==> config.mk <==
export PLATFORM = sky130hd
export DESIGN_NAME = serial_add_controller
export DESIGN_NICKNAME = d
export VERILOG_FILES = /design/src/rtl/serial_add_controller_pkg.sv /design/src/rtl/serial_add_controller_full_adder.sv /design/src/rtl/serial_add_controller.sv
export SDC_FILE = /design/constraint.sdc
export NUM_CORES = 1
export LEC_CHECK = 0
export ABC_AREA = 1
export CORE_AREA = 2 2 58 60
export CTS_CLUSTER_SIZE = 28
export DETAILED_ROUTE_END_ITERATION = 8
export DIE_AREA = 0 0 60 62
export PLACE_DENSITY = 0.76
export SYNTH_ARGS = -nofsm -noshare
export SYNTH_HDL_FRONTEND = slang
export SYNTH_SLANG_ARGS = --single-unit
==> constraint.sdc <==
create_clock -name clock -period 1.4 [get_ports clock]
set_input_delay 0.21 -clock clock [delete_from_list [all_inputs] [get_ports clock]]
set_output_delay 0.21 -clock clock [all_outputs]
set_load 0.02 [all_outputs]
==> src/rtl/serial_add_controller_pkg.sv <==
// -----------------------------------------------------------------------------
// serial_add_controller_pkg
//
// Shared definitions for the bit-serial adder sequencer:
//   - controller state encoding (IDLE / RUN / DONE) and the matching enum type
//   - legal range of the operand width parameter
//   - a helper used by the controller to reject out-of-range widths at
//     elaboration time
// -----------------------------------------------------------------------------
package serial_add_controller_pkg;

    // Controller state encoding.
    localparam logic [1:0] IDLE = 2'd0;
    localparam logic [1:0] RUN  = 2'd1;
    localparam logic [1:0] DONE = 2'd2;

    typedef enum logic [1:0] {
        ST_IDLE = IDLE,
        ST_RUN  = RUN,
        ST_DONE = DONE
    } state_t;

    // Operand width limits.
    localparam int WIDTH_MIN = 1;
    localparam int WIDTH_MAX = 32;

    function automatic bit width_is_legal(input int width);
        return (width >= WIDTH_MIN) && (width <= WIDTH_MAX);
    endfunction

endpackage

==> src/rtl/serial_add_controller_full_adder.sv <==
// -----------------------------------------------------------------------------
// Full_Adder
//
// One-bit combinational full adder cell shared by the serial add sequencer.
//
// Ports:
//   a         in  1  first addend bit
//   b         in  1  second addend bit
//   carry_in  in  1  incoming carry
//   sum       out 1  a ^ b ^ carry_in
//   carry_out out 1  majority(a, b, carry_in)
// -----------------------------------------------------------------------------
module Full_Adder (
    input  logic a,
    input  logic b,
    input  logic carry_in,
    output logic sum,
    output logic carry_out
);

    assign sum       = a ^ b ^ carry_in;
    assign carry_out = (a & b) | (a & carry_in) | (b & carry_in);

endmodule

==> src/rtl/serial_add_controller.sv <==
// -----------------------------------------------------------------------------
// serial_add_controller
//
// Bit-serial adder sequencer. On an accepted start it captures two WIDTH-bit
// operands and a carry-in, then feeds one bit pair per clock (LSB first) into a
// single Full_Adder, keeping the running carry in a flop. Sum bits enter the
// result register at the MSB end and move right, so after WIDTH shifts bit i
// sits at position i. The final carry and a one-cycle done pulse follow.
//
// Ports:
//   clock         in   1      rising-edge clock
//   reset         in   1      synchronous, active-high; clears all state
//   start         in   1      request; accepted only while busy=0
//   operand_one   in   WIDTH  first addend, captured on accepted start
//   operand_two   in   WIDTH  second addend, captured on accepted start
//   carry_in      in   1      initial carry, captured on accepted start
//   busy          out  1      high while running and during the done cycle
//   done          out  1      one-cycle pulse, result valid
//   result_sum    out  WIDTH  sum, held until the next accepted start
//   result_carry  out  1      carry-out, held until the next accepted start
// -----------------------------------------------------------------------------
module serial_add_controller
    import serial_add_controller_pkg::*;
#(
    parameter int WIDTH = 8
) (
    input  logic             clock,
    input  logic             reset,
    input  logic             start,
    input  logic [WIDTH-1:0] operand_one,
    input  logic [WIDTH-1:0] operand_two,
    input  logic             carry_in,
    output logic             busy,
    output logic             done,
    output logic [WIDTH-1:0] result_sum,
    output logic             result_carry
);

    // A 1-bit counter is kept even for WIDTH=1 so the compare below is uniform.
    localparam int               CNT_W    = (WIDTH > 1) ? $clog2(WIDTH) : 1;
    localparam logic [CNT_W-1:0] LAST_CNT = CNT_W'(WIDTH - 1);

    if (!width_is_legal(WIDTH)) begin : g_bad_width
        $error("serial_add_controller: WIDTH out of range");
    end

    state_t           state_q,     state_d;
    logic [WIDTH-1:0] a_q,         a_d;
    logic [WIDTH-1:0] b_q,         b_d;
    logic [WIDTH-1:0] sum_q,       sum_d;
    logic [CNT_W-1:0] cnt_q,       cnt_d;
    logic             carry_q,     carry_d;
    logic             res_carry_q, res_carry_d;
    logic             busy_q,      busy_d;
    logic             done_q,      done_d;

    logic             fa_sum;
    logic             fa_carry;
    logic [WIDTH-1:0] sum_shifted;

    // -------------------------------------------------------------------------
    // Shared one-bit adder: always looks at the current LSBs and carry flop.
    // -------------------------------------------------------------------------
    Full_Adder u_full_adder (
        .a         (a_q[0]),
        .b         (b_q[0]),
        .carry_in  (carry_q),
        .sum       (fa_sum),
        .carry_out (fa_carry)
    );

    // -------------------------------------------------------------------------
    // Result register right shift with the new sum bit entering at the MSB.
    // Written bit by bit so WIDTH=1 needs no special case (empty loop).
    // -------------------------------------------------------------------------
    for (genvar gi = 0; gi < WIDTH - 1; gi++) begin : g_sum_shift
        assign sum_shifted[gi] = sum_q[gi+1];
    end
    assign sum_shifted[WIDTH-1] = fa_sum;

    // -------------------------------------------------------------------------
    // Next-state logic.
    // -------------------------------------------------------------------------
    always_comb begin
        state_d     = state_q;
        a_d         = a_q;
        b_d         = b_q;
        sum_d       = sum_q;
        cnt_d       = cnt_q;
        carry_d     = carry_q;
        res_carry_d = res_carry_q;
        busy_d      = busy_q;
        done_d      = 1'b0;

        case (state_q)
            ST_IDLE: begin
                busy_d = 1'b0;
                if (start) begin
                    a_d         = operand_one;
                    b_d         = operand_two;
                    carry_d     = carry_in;
                    cnt_d       = '0;
                    sum_d       = '0;
                    res_carry_d = 1'b0;
                    busy_d      = 1'b1;
                    state_d     = ST_RUN;
                end
            end

            ST_RUN: begin
                sum_d   = sum_shifted;
                carry_d = fa_carry;
                a_d     = a_q >> 1;
                b_d     = b_q >> 1;
                cnt_d   = cnt_q + CNT_W'(1);
                if (cnt_q == LAST_CNT) begin
                    res_carry_d = fa_carry;
                    done_d      = 1'b1;
                    state_d     = ST_DONE;
                end
            end

            ST_DONE: begin
                // start is deliberately not examined here: no back-to-back
                // acceptance, the next request is seen once back in IDLE.
                busy_d  = 1'b0;
                state_d = ST_IDLE;
            end

            default: begin
                busy_d  = 1'b0;
                state_d = ST_IDLE;
            end
        endcase
    end

    // -------------------------------------------------------------------------
    // State registers. Reset discards any partial result.
    // -------------------------------------------------------------------------
    always_ff @(posedge clock) begin
        if (reset) begin
            state_q     <= ST_IDLE;
            a_q         <= '0;
            b_q         <= '0;
            sum_q       <= '0;
            cnt_q       <= '0;
            carry_q     <= 1'b0;
            res_carry_q <= 1'b0;
            busy_q      <= 1'b0;
            done_q      <= 1'b0;
        end else begin
            state_q     <= state_d;
            a_q         <= a_d;
            b_q         <= b_d;
            sum_q       <= sum_d;
            cnt_q       <= cnt_d;
            carry_q     <= carry_d;
            res_carry_q <= res_carry_d;
            busy_q      <= busy_d;
            done_q      <= done_d;
        end
    end

    assign busy         = busy_q;
    assign done         = done_q;
    assign result_sum   = sum_q;
    assign result_carry = res_carry_q;

endmodule
# Word-level counts from Yosys, hierarchy flattened
# Cells that the tools add are included.
[totals]
reg_bits = 33
inputBits = 20
out_inout_bits = 11
word_cells = 47
[op_classes]
n_addsub = 1
eq_ne = 4
muxes = 19
n_bitwise = 8
reduce_logical = 6
[ops]
columns = ["op", "n"]
rows = [
  ["$pmux 8 s2", 3],
  ["$mux 8", 3],
  ["$pmux 1 s2", 3],
  ["$pmux 3 s2", 1],
  ["$mux 1", 5],
  ["$mux 2", 2],
  ["$ne 2x2->1 const B", 2],
  ["$pmux 2 s2", 1],
  ["$reduce_and 2->1", 2],
  ["$add 3x1->3 const B", 1],
  ["$and 1x1->1", 3],
  ["$eq 3x3->1 const B", 1],
  ["$mux 3", 1],
  ["$reduce_and 3->1", 1],
  ["$eq 2x1->1 const B", 1],
  ["$logic_not 2->1", 1],
  ["$or 1x1->1", 2],
  ["$reduce_bool 2->1", 1],
  ["$reduce_or 2->1", 1],
  ["$xor 1x1->1", 2],
  ["$not 1->1", 1],
]

# Logic depth before layout (Yosys ltp)
# Gate-level depths: netlist of the first run.
[logic_depth]
word_depth = 5
depth_mapped = 8
depth_no_buf = 8

# Modules after synthesis
# A second synthesis of the first run with hierarchy kept.
[unflattened]
hier_cells = 216
hier_area_um2 = 1734.2
[by_module_without_submodules]
columns = ["module", "instances", "cells_each", "area_each_um2", "seq_area_each_um2"]
rows = [
  ["serial_add_controller", 1, 215, 1714.1, 660.6],
  ["Full_Adder", 1, 1, 20.0, 0.0],
]

# Least setup slack after synthesis of the first run
# No wires, ideal clock.
[synth_timing]
path_kind = "flip-flop to flip-flop"
start = "reg carry_q"
end = "reg sum_q[7], in the netlist result_sum[7]"
setup_ns = 0.070
t_arrival_ns = 1.114
required_ns = 1.330
path_slack_ns = 0.216
stages_incl_launch_ff = 5
n_path_buf = 0
period_less_slack_ns = 1.184
path_cell_list = "dfxtp_1 inv_1 fa_1 or2_1 a21oi_1"
[synth_via]
elab_chain_cells = 2
[synth_rtl]
columns = ["item", "line", "source"]
rows = [
  ["start: declaration", "serial_add_controller.sv:52", "logic carry_q, carry_d;"],
  ["start signal: assignment", "serial_add_controller.sv:157", "carry_q <= carry_d;"],
  ["$xor 1x1->1", "serial_add_controller_full_adder.sv:21", "assign sum = a ^ b ^ carry_in;"],
  ["$pmux 8 s2", "serial_add_controller.sv:95", "case (state_q)"],
  ["end signal: assignment", "serial_add_controller.sv:155", "sum_q <= sum_d;"],
  ["end: declaration", "serial_add_controller.sv:50", "logic [WIDTH-1:0] sum_q, sum_d;"],
]
# No other way between the ends.
# A chain may end at the register's enable or synchronous reset.

# Worst setup path after layout of the first run
# Same ends and word-level chain as after synthesis.

==> results.py, run 1 <==
metrics = {
    "route": {
        "num_vias": 1364,
        "drcViolationCount": 0,
        "final_antenna_net_count": 0,
        "drt_iter0_markers": 58,
        "drt_pass1_iterations": 4,
        "drt_wl_total_um": 3140,
        "viasPerCell": 4.61,
        "wl_per_cell_um": 10.6,
    },
    "yosys": {
        "synth_top_area_share_pct": 44.8,
        "synth_area_leaders": "dfxtp_1, nand2_1, nand3_1",
        "syn-cell-area_um2": 1480,
        "synth_fp_nets": 236,
        "avgSynthCellArea_um2": 6.96,
        "yosysTopAreaCell": "dfxtp_1",
        "ys_warn_count": 0,
        "ys_seq_area_share_pct": 44.8,
        "syn_inst": 212,
        "synth_seq_cells": 33,
        "synth_cell_types": 21,
    },
    "timing": {
        "fmax_mhz": 787,
        "finalCriticalPeriod_ns": 1.27,
        "setup_violations": 0,
        "finalMaxSlewViolations": 0,
        "setup_tns_ns": 0,
        "timing.final.crit_share_pct": 90.8,
        "finClkSkew_ns": 0.0136,
        "rsz0062_at_grt": "no",
        "slew_headroom_pct": 79.7,
        "hold_violations": 0,
        "worst_pin_slew_ns": 0.303,
        "whs_ns": 0.423,
    },
    "global_routing": {
        "grt_use_total_pct": 18.5,
        "grt_pass1_vias": 1171,
        "grt_max_degree": 23,
        "overflow": 0,
        "grt_pass1_wl_um": 5110,
        "antenna_found_initial": 0,
    },
    "clock_network": {
        "cts_buffers": 5,
        "worst_skew_pair.late_latency_ns": 0.34,
        "clk_pin_slew_ns": 0.10,
        "cts.sinks": 33,
        "clockBufferDepth": 2,
        "cts-root-buf": "clkbuf_4",
        "htreeDepth": 2,
        "tritoncts": "built",
    },
    "setup_path": {
        "reg2reg_depth": 4,
        "cp.required_ns": 1.68,
        "crit_type": "reg -> reg",
        "timing.rr.start": "carry_q",
        "worstPathArrival_ns": 1.55,
        "r2r_end": "result_sum[7]",
        "r2r_setup_slack_ns": 0.13,
        "crit_path_end_kind": "register",
        "cp-start-kind": "register",
        "crit_chain": "inv_1, fa_1, or2_1, a21oi_1",
        "worst-path-max-fanout": 2,
        "critPathMaxStageDelay_ns": 0.45,
        "crit_buf_inv": 1,
        "crit_family": "adder cells",
        "critPathSlowestCell": "fa_1",
    },
    "pwr": {
        "total_power_mw": 2.19,
        "net-switching-power_mw": 0.518,
        "seq_power_share_pct": 45.9,
        "intPower_mw": 1.67,
        "netSwitchingFraction_pct": 23.7,
        "powerDensity_nw_per_um2": 1110,
        "clkPwrFrac_pct": 40.8,
        "peakVddDrop_mv": 0.583,
        "p_leak_nw": 0.935,
        "combPwrFrac_pct": 13.2,
    },
    "cells_and_area": {
        "drive_gt1_share_pct": 10.4,
        "final_cell_mix": "nand2_1, dfxtp_1, nor2_1",
        "fin_nets": 273,
        "final_cell_area_um2": 1970,
        "fillers": 294,
        "final_common_cell": "nand2_1",
        "antenna_cells": 0,
        "area_growth_syn_to_layout_pct": 33.6,
    },
    "placed_design": {
        "dp_hpwl_um": 2160,
        "finalWeightedCongestion": 0.819,
        "placed_area_um2": 1870,
        "port_buffers": 30,
    },
    "hold_path": {
        "worstHoldPathType": "in -> reg",
        "hold-path-cell-count": 3,
        "hold_end": "b_q[7]",
        "min_from": "operand_two[7]",
    },
    "status": {
        "outcome": "completed",
    },
    "die": {
        "rows": 21,
        "die_area_um2": 3720,
        "ios": 31,
        "die_y_um": 62,
        "initial_core_util_pct": 46.4,
        "die_x_um": 60,
        "coreArea_um2": 3180,
    },
    "job": {
        "drv_cap": 0,
    },
}
## through the flow
stage	util [%]	instances	setup slack (ns)
floorplan	-	212	0.216
global placement	58.7	288	-0.0980
detailed placement	58.7	288	-0.118
CTS	61.6	296	0.0869
global route	62.0	296	0.0432
finish	62.0	296	0.129
## synthesized netlist by cell type (all sizes together)
master	n
a21oi	14
o21ai	2
nor2	32
ha	3
fa	1
buf	7
dfxtp	33
or2	1
clkinv	1
nor3b	2
nand2	62
nand3	29
clkbuf	3
inv	22
## timing repair
action                     in CTS  in global routing
setup endpoints to repair      25                 10
hold buffers                    0                  0
pin swaps                       0                  0
setup buffers                   0                  0
hold endpoints to repair        0                  0
resized for setup              12                  4
## cell type report
class,count,area [um2],share of cell area (%)
Timing Repair Buffer,40,374,19.0
Multi-Input combinational cell,146,687,34.9
Clock buffer,5,37.5,1.90
Inverter,23,86.3,4.38
Sequential cell,33,663,33.7
Clock inverter,3,65.1,3.30
Tap cell,46,57.6,2.92
## worst max-delay path by stage
stage,start,end,slack [ns],depth (start not counted)
global placement,state_q[1],b_q[5],-0.1,5
CTS,state_q[1],carry_q,0.09,5
global route,carry_q,result_sum[7],0.04,4
detailed placement,state_q[0],b_q[4],-0.12,5
floorplan,carry_q,result_sum[7],0.22,4
finish,carry_q,result_sum[7],0.13,4
## worst register-to-register path, cell delays in order (launching register included)
cell     delay (ns)
dfxtp_1        0.34
inv_1          0.06
fa_1           0.45
or2_1          0.25
a21oi_1        0.12
## power by group through the flow
stage / Combinational [mW] / Clock, mW / Sequential, mW
detailed placement: 0.291 / 0 / 1.02
global placement: 0.288 / 0 / 1.02
floorplan: 0.162 / 0 / 1.03
global route: 0.327 / 0.952 / 1.01
finish: 0.290 / 0.892 / 1.00
CTS: 0.288 / 0.907 / 1.00
## logic make-up (layout without fill, tap and decap cells)
| family | Yosys count | count (layout) | synth area share [%] |
|---|---|---|---|
| fa+ha+maj | 4 | 4 | 3.90 |
| simple gates | 126 | 126 | 36.4 |
| flops | 33 | 33 | 44.8 |
| buf+inv | 33 | 71 | 9.50 |
| compound gates | 16 | 16 | 5.43 |
## flip-flops by register name, indices dropped and copies added (netlist names)
register,count
a_q,8
b_q,8
busy,1
carry_q,1
cnt_q,3
done,1
result_carry,1
result_sum,8
state_q,2
## metal layers
metal,global-route usage [%],wire length [um],up-vias
li1,-,-,736
met5,0,0,-
met2,29.7,1460,29
met1,24.2,1490,594
met4,9.52,49,0
met3,3.11,140,5
Note: power is estimated with default switching activity, not from simulation.
==> run 2: changes to the inputs <==
- CORE_AREA: 2 2 58 60 -> 2 2 61 63
- DIE_AREA: 0 0 60 62 -> 0 0 63 65
- HOLD_SLACK_MARGIN: unset -> 0.08
- PLACE_DENSITY: 0.76 -> 0.69
==> run 2 against run 1 <==
  * Sequential power about the same
  * Cell count increased by 2.0%
  * Via count increased by 0.15%
  * Routed wire length increased by 0.22%
  * Fmax decreased by 1.2%
  * Clock skew decreased by 0.0012 ns
  * Critical endpoint is now result_sum[7]
  * Largest cell class unchanged
==> results.py, run 2 (synthesized netlist as in run 1, its figures left out) <==
metrics = {
    "status": {
        "outcome": "completed",
    },
    "cells_and_area": {
        "final_cell_area_um2": 1970,
        "antenna_cells": 0,
        "fin_nets": 277,
        "final_cell_mix": "nand2_1, dfxtp_1, nor2_1",
        "area_growth_syn_to_layout_pct": 33.2,
        "drive_gt1_share_pct": 11.4,
        "final_common_cell": "nand2_1",
        "fin_util_pct": 56.2,
        "regArea_um2": 662,
        "multiInputGateArea_um2": 682,
        "fillers": 358,
    },
    "setup_path": {
        "reg2reg_depth": 4,
        "cp.required_ns": 1.19,
        "crit_family": "flip-flops",
        "worstSetupStartpoint": "result_sum[7]",
        "crit_chain": "dlygate4sd2_1",
        "timing.rr.start": "carry_q",
        "critPathSlowestCell": "dfxtp_1",
        "crit_buf_inv": 1,
        "r2r_end": "result_sum[7]",
        "cp-start-kind": "register",
        "crit_end": "result_sum[7]",
        "r2r_setup_slack_ns": 0.13,
        "crit_path_end_kind": "output pin",
        "worstPathArrival_ns": 1.08,
        "crit_cells": 1,
        "crit_type": "reg -> out",
        "worst-path-max-fanout": 3,
        "critPathMaxStageDelay_ns": 0.39,
    },
    "die": {
        "ios": 31,
        "rows": 22,
        "die_x_um": 63,
        "coreArea_um2": 3500,
        "die_area_um2": 4100,
        "die_y_um": 65,
        "initial_core_util_pct": 42.2,
    },
    "timing": {
        "rsz0062_at_grt": "no",
        "fmax_mhz": 777,
        "finClkSkew_ns": 0.0124,
        "finalCriticalPeriod_ns": 1.29,
        "timing.final.crit_share_pct": 91.9,
        "hold_violations": 0,
        "setup_violations": 0,
        "finalMaxSlewViolations": 0,
        "slew_headroom_pct": 79.7,
        "worst_pin_slew_ns": 0.303,
    },
    "placed_design": {
        "port_buffers": 30,
        "dp_hpwl_um": 2280,
        "finalWeightedCongestion": 0.795,
        "placed_area_um2": 1890,
    },
    "route": {
        "final_antenna_net_count": 0,
        "wl_per_cell_um": 10.4,
        "drcViolationCount": 0,
        "drt_wl_total_um": 3150,
        "num_vias": 1366,
        "drt_pass1_iterations": 4,
        "drt_iter0_markers": 57,
        "viasPerCell": 4.52,
    },
    "pwr": {
        "total_power_mw": 2.03,
        "powerDensity_nw_per_um2": 1030,
        "peakVddDrop_mv": 0.718,
        "p_leak_nw": 0.933,
    },
    "global_routing": {
        "grt_pass1_wl_um": 5460,
        "antenna_found_initial": 0,
        "grt_max_degree": 23,
        "grt_use_total_pct": 17.3,
        "grt_pass1_vias": 1244,
        "overflow": 0,
    },
    "clock_network": {
        "post-cts-setup-buffers": 0,
        "postCtsHoldBufs": 0,
        "clockBufferDepth": 2,
        "cts-root-buf": "clkbuf_4",
        "tritoncts": "built",
        "cts_buffers": 5,
        "htreeDepth": 2,
        "cts.sinks": 33,
        "worst_skew_pair.late_latency_ns": 0.34,
        "clk_pin_slew_ns": 0.12,
    },
    "job": {
        "drv_cap": 0,
    },
    "hold_path": {
        "worstHoldPathType": "in -> reg",
    },
}
==> run 2: cell count changes in the layout (fill, tap and decap cells not counted), sizes merged <==
cell / delta
buf: +4
clkinvlp: +1
bufinv: -1
==> run 2: worst min-delay path by stage <==
stage	startpoint	endpoint	slack (ns)	depth (start not counted)
2_1_floorplan	reset	done	0.29	1
4_1_cts	operand_one[7]	a_q[7]	0.41	3
3_5_place_dp	result_sum[0]	result_sum[0]	0.45	2
6_report	operand_one[7]	a_q[7]	0.42	3
5_1_grt	operand_two[7]	b_q[7]	0.44	3
3_3_place_gp	cnt_q[1]	cnt_q[1]	0.45	2
==> run 2: metrics by stage <==
step / hold WS (ns) / worst slack (ns) / setup TNS, ns / std cells
after floorplan: 0.286 / 0.216 / 0 / 212
final: 0.422 / 0.113 / 0 / 302
after CTS: 0.414 / 0.0952 / 0 / 302
after detailed placement: 0.455 / -0.0903 / -1.23 / 294
after global placement: 0.451 / -0.0741 / -0.819 / 294
after global routing: 0.439 / 0.0109 / 0 / 302
==> run 2: area by class of cell <==
cell class,instances,share of cell area [%]
Inverter,23,4.39
Clock inverter,3,2.36
Multi-Input combinational cell,146,34.7
Timing Repair Buffer,44,19.9
Tap cell,48,3.06
Clock buffer,5,1.91
Sequential cell,33,33.7
==> run 2: what timing repair did <==
| action | 4_1_cts | 5_1_grt |
|---|---|---|
| setup endpoints to repair | 25 | 5 |
| resized for setup | 12 | 2 |
| gates cloned | 0 | 0 |
==> run 2: where the power goes <==
part	internal (mW)	switching, mW	total [mW]
clock	0.378	0.355	0.733
combinational	0.138	0.153	0.291
sequential	0.981	0.0242	1.01
==> run 2: layer usage <==
metal  share of wire (%)  routed length (um)  global-route usage, %  vias up
met3                 4.4                 138                   5.73        5
met1                  48                1500                   20.9      599
li1                    -                   -                      -      739
met5                   0                   0                      0        -
met2                  46                1460                   28.1       23
met4                 1.6                  49                   7.78        0
